### config.mk
export PLATFORM = sky130hd
export DESIGN_NAME = alu_arbiter
export DESIGN_NICKNAME = d
export VERILOG_FILES = /design/src/rtl/alu_arb_pkg.sv /design/src/rtl/alu_arbiter_rr.sv /design/src/rtl/alu_arbiter.sv
export SDC_FILE = /design/constraint.sdc
export NUM_CORES = 1
export LEC_CHECK = 0
export BUFFER_PORTS_ARGS = -buffer_cell sky130_fd_sc_hd__buf_4
export CAP_MARGIN = 25
export CORE_ASPECT_RATIO = 1.2
export CORE_MARGIN = 2
export CORE_UTILIZATION = 44
export CTS_BUF_LIST = sky130_fd_sc_hd__clkbuf_4 sky130_fd_sc_hd__clkbuf_8
export CTS_CLUSTER_DIAMETER = 30
export DETAILED_ROUTE_END_ITERATION = 8
export PLACE_DENSITY = 0.89
export SLEW_MARGIN = 20
export SYNTH_ARGS = -nofsm -noshare
export SYNTH_HDL_FRONTEND = slang
export SYNTH_SLANG_ARGS = --single-unit
### constraint.sdc
create_clock -name clk -period 2.97 [get_ports clk]
set_clock_uncertainty 0.1 [all_clocks]
set_input_delay 0.297 -clock clk [delete_from_list [all_inputs] [get_ports clk]]
set_output_delay 0.297 -clock clk [all_outputs]
set_load 0.02 [all_outputs]
### src/rtl/alu_arb_pkg.sv
// Shared types and constants for the ALU round-robin scheduler.
// Optional feature macro: ALU_ARB_DIVZERO_EN (divide-by-zero short-circuit).
package alu_arb_pkg;

   typedef enum logic [1:0] {
      StIdle,
      StExec,
      StCapt,
      StResp
   } arb_state_t;

   localparam logic [3:0] OP_ADD = 4'b0000;
   localparam logic [3:0] OP_SUB = 4'b0001;
   localparam logic [3:0] OP_MUL = 4'b0010;
   localparam logic [3:0] OP_DIV = 4'b0011;

   // Result the ALU returns for opcodes it does not decode.
   localparam logic [15:0] ALU_DEFAULT_RES = 16'h00AC;
   // Result reported when a divide by zero is short-circuited.
   localparam logic [15:0] DIVZERO_RES     = 16'hFFFF;

   function automatic logic is_div_zero(input logic [3:0] sel, input logic [7:0] b);
      return (sel == OP_DIV) && (b == 8'h00);
   endfunction

endpackage

### src/rtl/alu_arbiter_rr.sv
// Combinational round-robin picker: first requester at or after last_grant+1.
module rr_arbiter #(
   parameter int unsigned NUM_REQ = 4,
   parameter int unsigned ID_W    = $clog2(NUM_REQ)
) (
   input  logic [NUM_REQ-1:0] req,
   input  logic [ID_W-1:0]    last_grant,
   output logic [NUM_REQ-1:0] grant,
   output logic [ID_W-1:0]    grant_idx,
   output logic               any_req
);

   // Rotating priority search; the first hit after last_grant wins.
   always_comb begin
      logic        found;
      int unsigned idx;
      grant     = '0;
      grant_idx = '0;
      any_req   = |req;
      found     = 1'b0;
      idx       = 0;
      for (int unsigned k = 1; k <= NUM_REQ; k++) begin
         idx = (int'(last_grant) + k) % NUM_REQ;
         if (!found && req[idx]) begin
            found          = 1'b1;
            grant[idx]     = 1'b1;
            grant_idx      = ID_W'(idx);
         end
      end
   end

endmodule

### src/rtl/alu_arbiter.sv
// Shares one registered 8-bit ALU among NUM_REQ requesters, one operation at a time,
// returning tagged results on a single response channel.
// Optional feature macro: ALU_ARB_DIVZERO_EN -- when defined, OP_DIV with B=0 is not
// issued to the ALU and is answered directly with DIVZERO_RES and rsp_err=1.
module alu_arbiter
   import alu_arb_pkg::*;
#(
   parameter int unsigned NUM_REQ = 4,
   parameter int unsigned ID_W    = $clog2(NUM_REQ)
) (
   input  logic                 clk,
   input  logic                 rst,
   input  logic [NUM_REQ-1:0]   req_valid,
   input  logic [NUM_REQ*8-1:0] req_a,
   input  logic [NUM_REQ*8-1:0] req_b,
   input  logic [NUM_REQ*4-1:0] req_sel,
   output logic [NUM_REQ-1:0]   req_ready,
   output logic [7:0]           alu_a,
   output logic [7:0]           alu_b,
   output logic [3:0]           alu_sel,
   input  logic [15:0]          alu_out,
   input  logic                 alu_carry,
   output logic                 rsp_valid,
   input  logic                 rsp_ready,
   output logic [ID_W-1:0]      rsp_id,
   output logic [15:0]          rsp_result,
   output logic                 rsp_carry,
   output logic                 rsp_err,
   output logic [15:0]          ops_done
);

   arb_state_t        state_q, state_d;
   logic [ID_W-1:0]   last_grant_q, last_grant_d;
   logic [7:0]        alu_a_q, alu_a_d;
   logic [7:0]        alu_b_q, alu_b_d;
   logic [3:0]        alu_sel_q, alu_sel_d;
   logic [ID_W-1:0]   rsp_id_q, rsp_id_d;
   logic [15:0]       rsp_result_q, rsp_result_d;
   logic              rsp_carry_q, rsp_carry_d;
   logic              rsp_err_q, rsp_err_d;
   logic [15:0]       ops_done_q, ops_done_d;

   logic [NUM_REQ-1:0] grant;
   logic [ID_W-1:0]    grant_idx;
   logic               any_req;
   logic [7:0]         a_g, b_g;
   logic [3:0]         sel_g;
   logic               div_zero;
   logic               accept;

   rr_arbiter #(
      .NUM_REQ (NUM_REQ),
      .ID_W    (ID_W)
   ) u_rr (
      .req        (req_valid),
      .last_grant (last_grant_q),
      .grant      (grant),
      .grant_idx  (grant_idx),
      .any_req    (any_req)
   );

   assign a_g   = req_a[8*grant_idx +: 8];
   assign b_g   = req_b[8*grant_idx +: 8];
   assign sel_g = req_sel[4*grant_idx +: 4];

`ifdef ALU_ARB_DIVZERO_EN
   assign div_zero = is_div_zero(sel_g, b_g);
`else
   assign div_zero = 1'b0;
`endif

   // Ready only goes to a valid requester, so any request in IDLE is an accept.
   assign accept    = (state_q == StIdle) && any_req && !rst;
   assign req_ready = accept ? grant : '0;

   // Next-state and datapath load decisions for the four-phase operation cycle.
   always_comb begin
      state_d      = state_q;
      last_grant_d = last_grant_q;
      alu_a_d      = alu_a_q;
      alu_b_d      = alu_b_q;
      alu_sel_d    = alu_sel_q;
      rsp_id_d     = rsp_id_q;
      rsp_result_d = rsp_result_q;
      rsp_carry_d  = rsp_carry_q;
      rsp_err_d    = rsp_err_q;
      ops_done_d   = ops_done_q;
      unique case (state_q)
         StIdle: begin
            if (accept) begin
               last_grant_d = grant_idx;
               rsp_id_d     = grant_idx;
               if (div_zero) begin
                  // ALU registers deliberately keep their previous operands.
                  rsp_result_d = DIVZERO_RES;
                  rsp_carry_d  = 1'b0;
                  rsp_err_d    = 1'b1;
                  state_d      = StResp;
               end else begin
                  alu_a_d   = a_g;
                  alu_b_d   = b_g;
                  alu_sel_d = sel_g;
                  rsp_err_d = 1'b0;
                  state_d   = StExec;
               end
            end
         end
         StExec: state_d = StCapt;
         StCapt: begin
            rsp_result_d = alu_out;
            rsp_carry_d  = alu_carry;
            rsp_err_d    = 1'b0;
            state_d      = StResp;
         end
         StResp: begin
            if (rsp_ready) begin
               ops_done_d = ops_done_q + 16'd1;
               state_d    = StIdle;
            end
         end
         default: state_d = StIdle;
      endcase
   end

   // State and output registers; reset drops any in-flight operation.
   always_ff @(posedge clk) begin
      if (rst) begin
         state_q      <= StIdle;
         last_grant_q <= ID_W'(NUM_REQ - 1);
         alu_a_q      <= '0;
         alu_b_q      <= '0;
         alu_sel_q    <= '0;
         rsp_id_q     <= '0;
         rsp_result_q <= '0;
         rsp_carry_q  <= 1'b0;
         rsp_err_q    <= 1'b0;
         ops_done_q   <= '0;
      end else begin
         state_q      <= state_d;
         last_grant_q <= last_grant_d;
         alu_a_q      <= alu_a_d;
         alu_b_q      <= alu_b_d;
         alu_sel_q    <= alu_sel_d;
         rsp_id_q     <= rsp_id_d;
         rsp_result_q <= rsp_result_d;
         rsp_carry_q  <= rsp_carry_d;
         rsp_err_q    <= rsp_err_d;
         ops_done_q   <= ops_done_d;
      end
   end

   assign alu_a      = alu_a_q;
   assign alu_b      = alu_b_q;
   assign alu_sel    = alu_sel_q;
   assign rsp_valid  = (state_q == StResp);
   assign rsp_id     = rsp_id_q;
   assign rsp_result = rsp_result_q;
   assign rsp_carry  = rsp_carry_q;
   assign rsp_err    = rsp_err_q;
   assign ops_done   = ops_done_q;

endmodule

==> impl_metrics.tcl <==
set metrics [dict create \
    post_drt_wl_per_cell_um 17.0 \
    synth-xor-area-share_pct 2.65 \
    critPathSlowestCell "mux4_2" \
    max-vdd-ir-drop_mv 0.521 \
    period_needed_ps 2800 \
    rsz0062_at_grt "false" \
    dp_cells 626 \
    crit_family "multiplexers" \
    ff_latch_area_sq_mm 0.00118 \
    ant_nets 0 \
    grt_pass1_vias 3629 \
    final_area_sq_mm 0.00512 \
    worst_slack_ps 172 \
    fin_util_pct 63.6 \
    slew_headroom_pct 61.8 \
    avgViaCountPerCell 5.68 \
    start_util_pct 45.1 \
    drtIter0Drc 164 \
    numCtsBuffers 9 \
    stdcell_count 642 \
    yosysSeqAreaShare_pct 32.5 \
    ios 165 \
    gp_congestion 0.898 \
    grt_max_degree 60 \
    period_share_pct 94.2 \
    p_per_area_mw_per_mm2 944 \
    async_flop_share_pct 0 \
    crit_path_max_incr_delay_ps 630 \
    power_frac_comb_pct 62.6 \
    fmax_mhz 357 \
    multiInputGateArea_sq_mm 0.00225 \
    final_nets 659 \
    area_growth_pct 41.0 \
    fill_cells 664 \
    clk_latency_ps 340 \
    hold_viol 0 \
    yosys_warnings 0 \
    synth_edf_count 0 \
    port_buffers 163 \
    cts_tree "yes" \
    setup_viol 0 \
    drive_gt1_share_pct 43.9 \
    die_area_sq_mm 0.00900 \
    grt_pass1_wl_um 17200 \
    diodes 0 \
    p_sw_mw 2.20 \
    path_clk_slew_ps 80 \
    holdBufCountCts 0 \
    fin_setup_tns_ps 0 \
    dp_hpwl_um 7850 \
    critPathCaptureType "output port" \
    worst-setup-path-type "reg2out" \
    dr.pass1.iters 4 \
    cp.arrival_ps 2400 \
    worstPathMaxFanout 11 \
    grt-ovfl-total 0 \
    htreeDepth 3 \
    finalPower_mw 4.84 \
    worst_pin_slew_ps 572 \
    synth_cells 392 \
    grt_usage_pct 23.5 \
    swShare_pct 45.5 \
    die_y_um 104 \
    cts_resized 0 \
    clock-sinks 59 \
    mappedNetlistArea_sq_mm 0.00363 \
    startpoint_type "flip-flop" \
    synth_compound_area_share_pct 23.7 \
    p_leak_nw 2.27 \
    required_ps 2570 \
    syn_area_per_cell_sq_um 9.27 \
    die_x_um 87.0 \
    syn_nets 509 \
    p_seq_share_pct 21.9 \
    p_int_mw 2.64 \
    drt-total-wl_um 10900 \
    hold_slack_ps 84.7 \
    synth_mux_area_share_pct 8.47 \
    post-route-drc-count 0 \
    synth-seq-cells 59 \
    p_clk_share_pct 15.5 \
    clock_path_buffers 2 \
    std_cell_rows 36 \
    synth_fa_ha_area_share_pct 4.48 \
    hp-class "in2reg" \
    vias 3649 \
    cp_cell_sequence "buf_4 -> mux4_2 -> nor2b_2 -> a22oi_1 -> nor2_1 -> a221oi_1 -> nor2_1 -> buf_4" \
    cts_setup_buffers 0 \
    final_max_slew_viol_count 0 \
    core_area_sq_mm 0.00806 \
    antenna_found_initial 0 \
    place_area_sq_mm 0.00490 \
    synth_ff_type "dfxtp_1" \
    outcome "finished clean" \
    synth.distinct_cells 47 \
    synth-simple-area-share_pct 21.7 \
    drv_cap 0 \
    cp_num_buf_inv 2 \
    dp_slack_ps 168 \
    clock-root-buffer "clkbuf_8" \
    synth_top_family_by_area "compound AO/OA/AOI/OAI gates" \
]
==> power groups by stage <==
stage	logic, mW	clock network, mW	registers, mW
4_1_cts	2.99	0.766	1.06
3_3_place_gp	2.88	0	1.07
2_1_floorplan	2.08	0	1.23
3_5_place_dp	2.97	0	1.08
6_report	3.03	0.750	1.06
5_1_grt	3.29	0.797	1.08
==> area by class of cell <==
class	count	share of cell area [%]
clock buffer	10	2.69
clock inverter	6	1.25
inverter	7	0.513
multi-input combinational	286	44.0
sequential	59	23.0
tap	95	2.32
timing repair buffer	179	26.2
==> worst reg2reg max path, cell delays in order, from the launching register on <==
cell and delay, ps:
dfxtp_1 330, buf_4 200, mux4_2 640, nor2b_2 300, o21ai_2 110, nand2_2 70
buf_4 450, a211oi_1 210, o31ai_2 220
==> synth_stat cells (2+ instances only) <==
master,count,area share [%]
buf_4,2,0.41
mux4_2,3,1.9
and4_1,2,0.48
nand3b_1,20,4.1
nor2_1,43,4.4
mux2i_1,24,6.6
xnor2_1,4,0.96
inv_1,7,0.72
a21oi_1,5,0.69
o31ai_2,14,4.8
o21ai_0,7,0.96
o31ai_1,7,1.4
nor2b_1,2,0.34
and2_1,4,0.69
nand2b_1,2,0.34
nand4_1,5,0.86
or3_1,4,0.69
and3_1,41,7.1
nand2_1,9,0.93
nor3_1,2,0.28
a221oi_1,6,1.4
a211oi_2,19,6.5
a211oi_1,22,4.5
a22oi_1,4,0.83
clkbuf_1,23,2.4
buf_6,5,1.5
dfxtp_1,59,33
ha_1,13,4.5
o211ai_1,2,0.41
xor2_1,7,1.7
buf_2,9,1.2
==> cell families (layout without fill, tap and decap cells) <==
kind of cell    count (synthesis)  after routing
simple gates                  140            140
compound gates                 94             94
flops                          59             59
buf+inv                        47            202
mux                            27             27
fa+ha+maj                      13             13
xor+xnor                       11             11
other cells                     1              1
==> flip-flops by register name (all words and copies together), names as in the netlist <==
register      flops
alu_a             8
ops_done         16
rsp_carry         1
rsp_result       16
alu_b             8
rsp_id            2
last_grant_q      2
state_q           2
alu_sel           4
==> metal layers <==
metal  part of all wire, %  GRT usage [%]  routed length, um
met5                     0              0                  0
met1                    40           27.5               4310
met3                   7.7           5.74                833
met4                   2.9           10.4                316
met2                    50           39.7               5430
==> cells in the final DEF, fill, tap and decap left out, drive strengths merged, types with 4 or more instances in the layout <==
| cell | synthesis | routed |
|---|---|---|
| xor2 | 7 | 7 |
| o31ai | 21 | 21 |
| dfxtp | 59 | 59 |
| xnor2 | 4 | 4 |
| nand4 | 5 | 5 |
| nand2 | 9 | 9 |
| a221oi | 6 | 6 |
| and3 | 41 | 41 |
| mux2i | 24 | 24 |
| a22oi | 4 | 4 |
| or3 | 4 | 4 |
| o21ai | 8 | 8 |
| clkbuf | 23 | 10 |
| nor2 | 43 | 43 |
| nand3b | 20 | 20 |
| inv | 7 | 8 |
| ha | 13 | 13 |
| a21oi | 5 | 5 |
| a211oi | 41 | 41 |
| buf | 17 | 179 |
| and2 | 4 | 4 |
==> path summary, 6_finish.rpt <==
| kind | to | slack (ps) | cells past startpoint | startpoint |
|---|---|---|---|---|
| max reg2reg | alu_a[7] | 270 | 8 | last_grant_q[0] |
| min | rsp_result[2] | 80 | 3 | alu_out[2] |
| min reg2reg | rsp_carry | 400 | 2 | rsp_carry |
| max | req_ready[1] | 170 | 8 | last_grant_q[0] |
(Power assumes the default switching activity.)
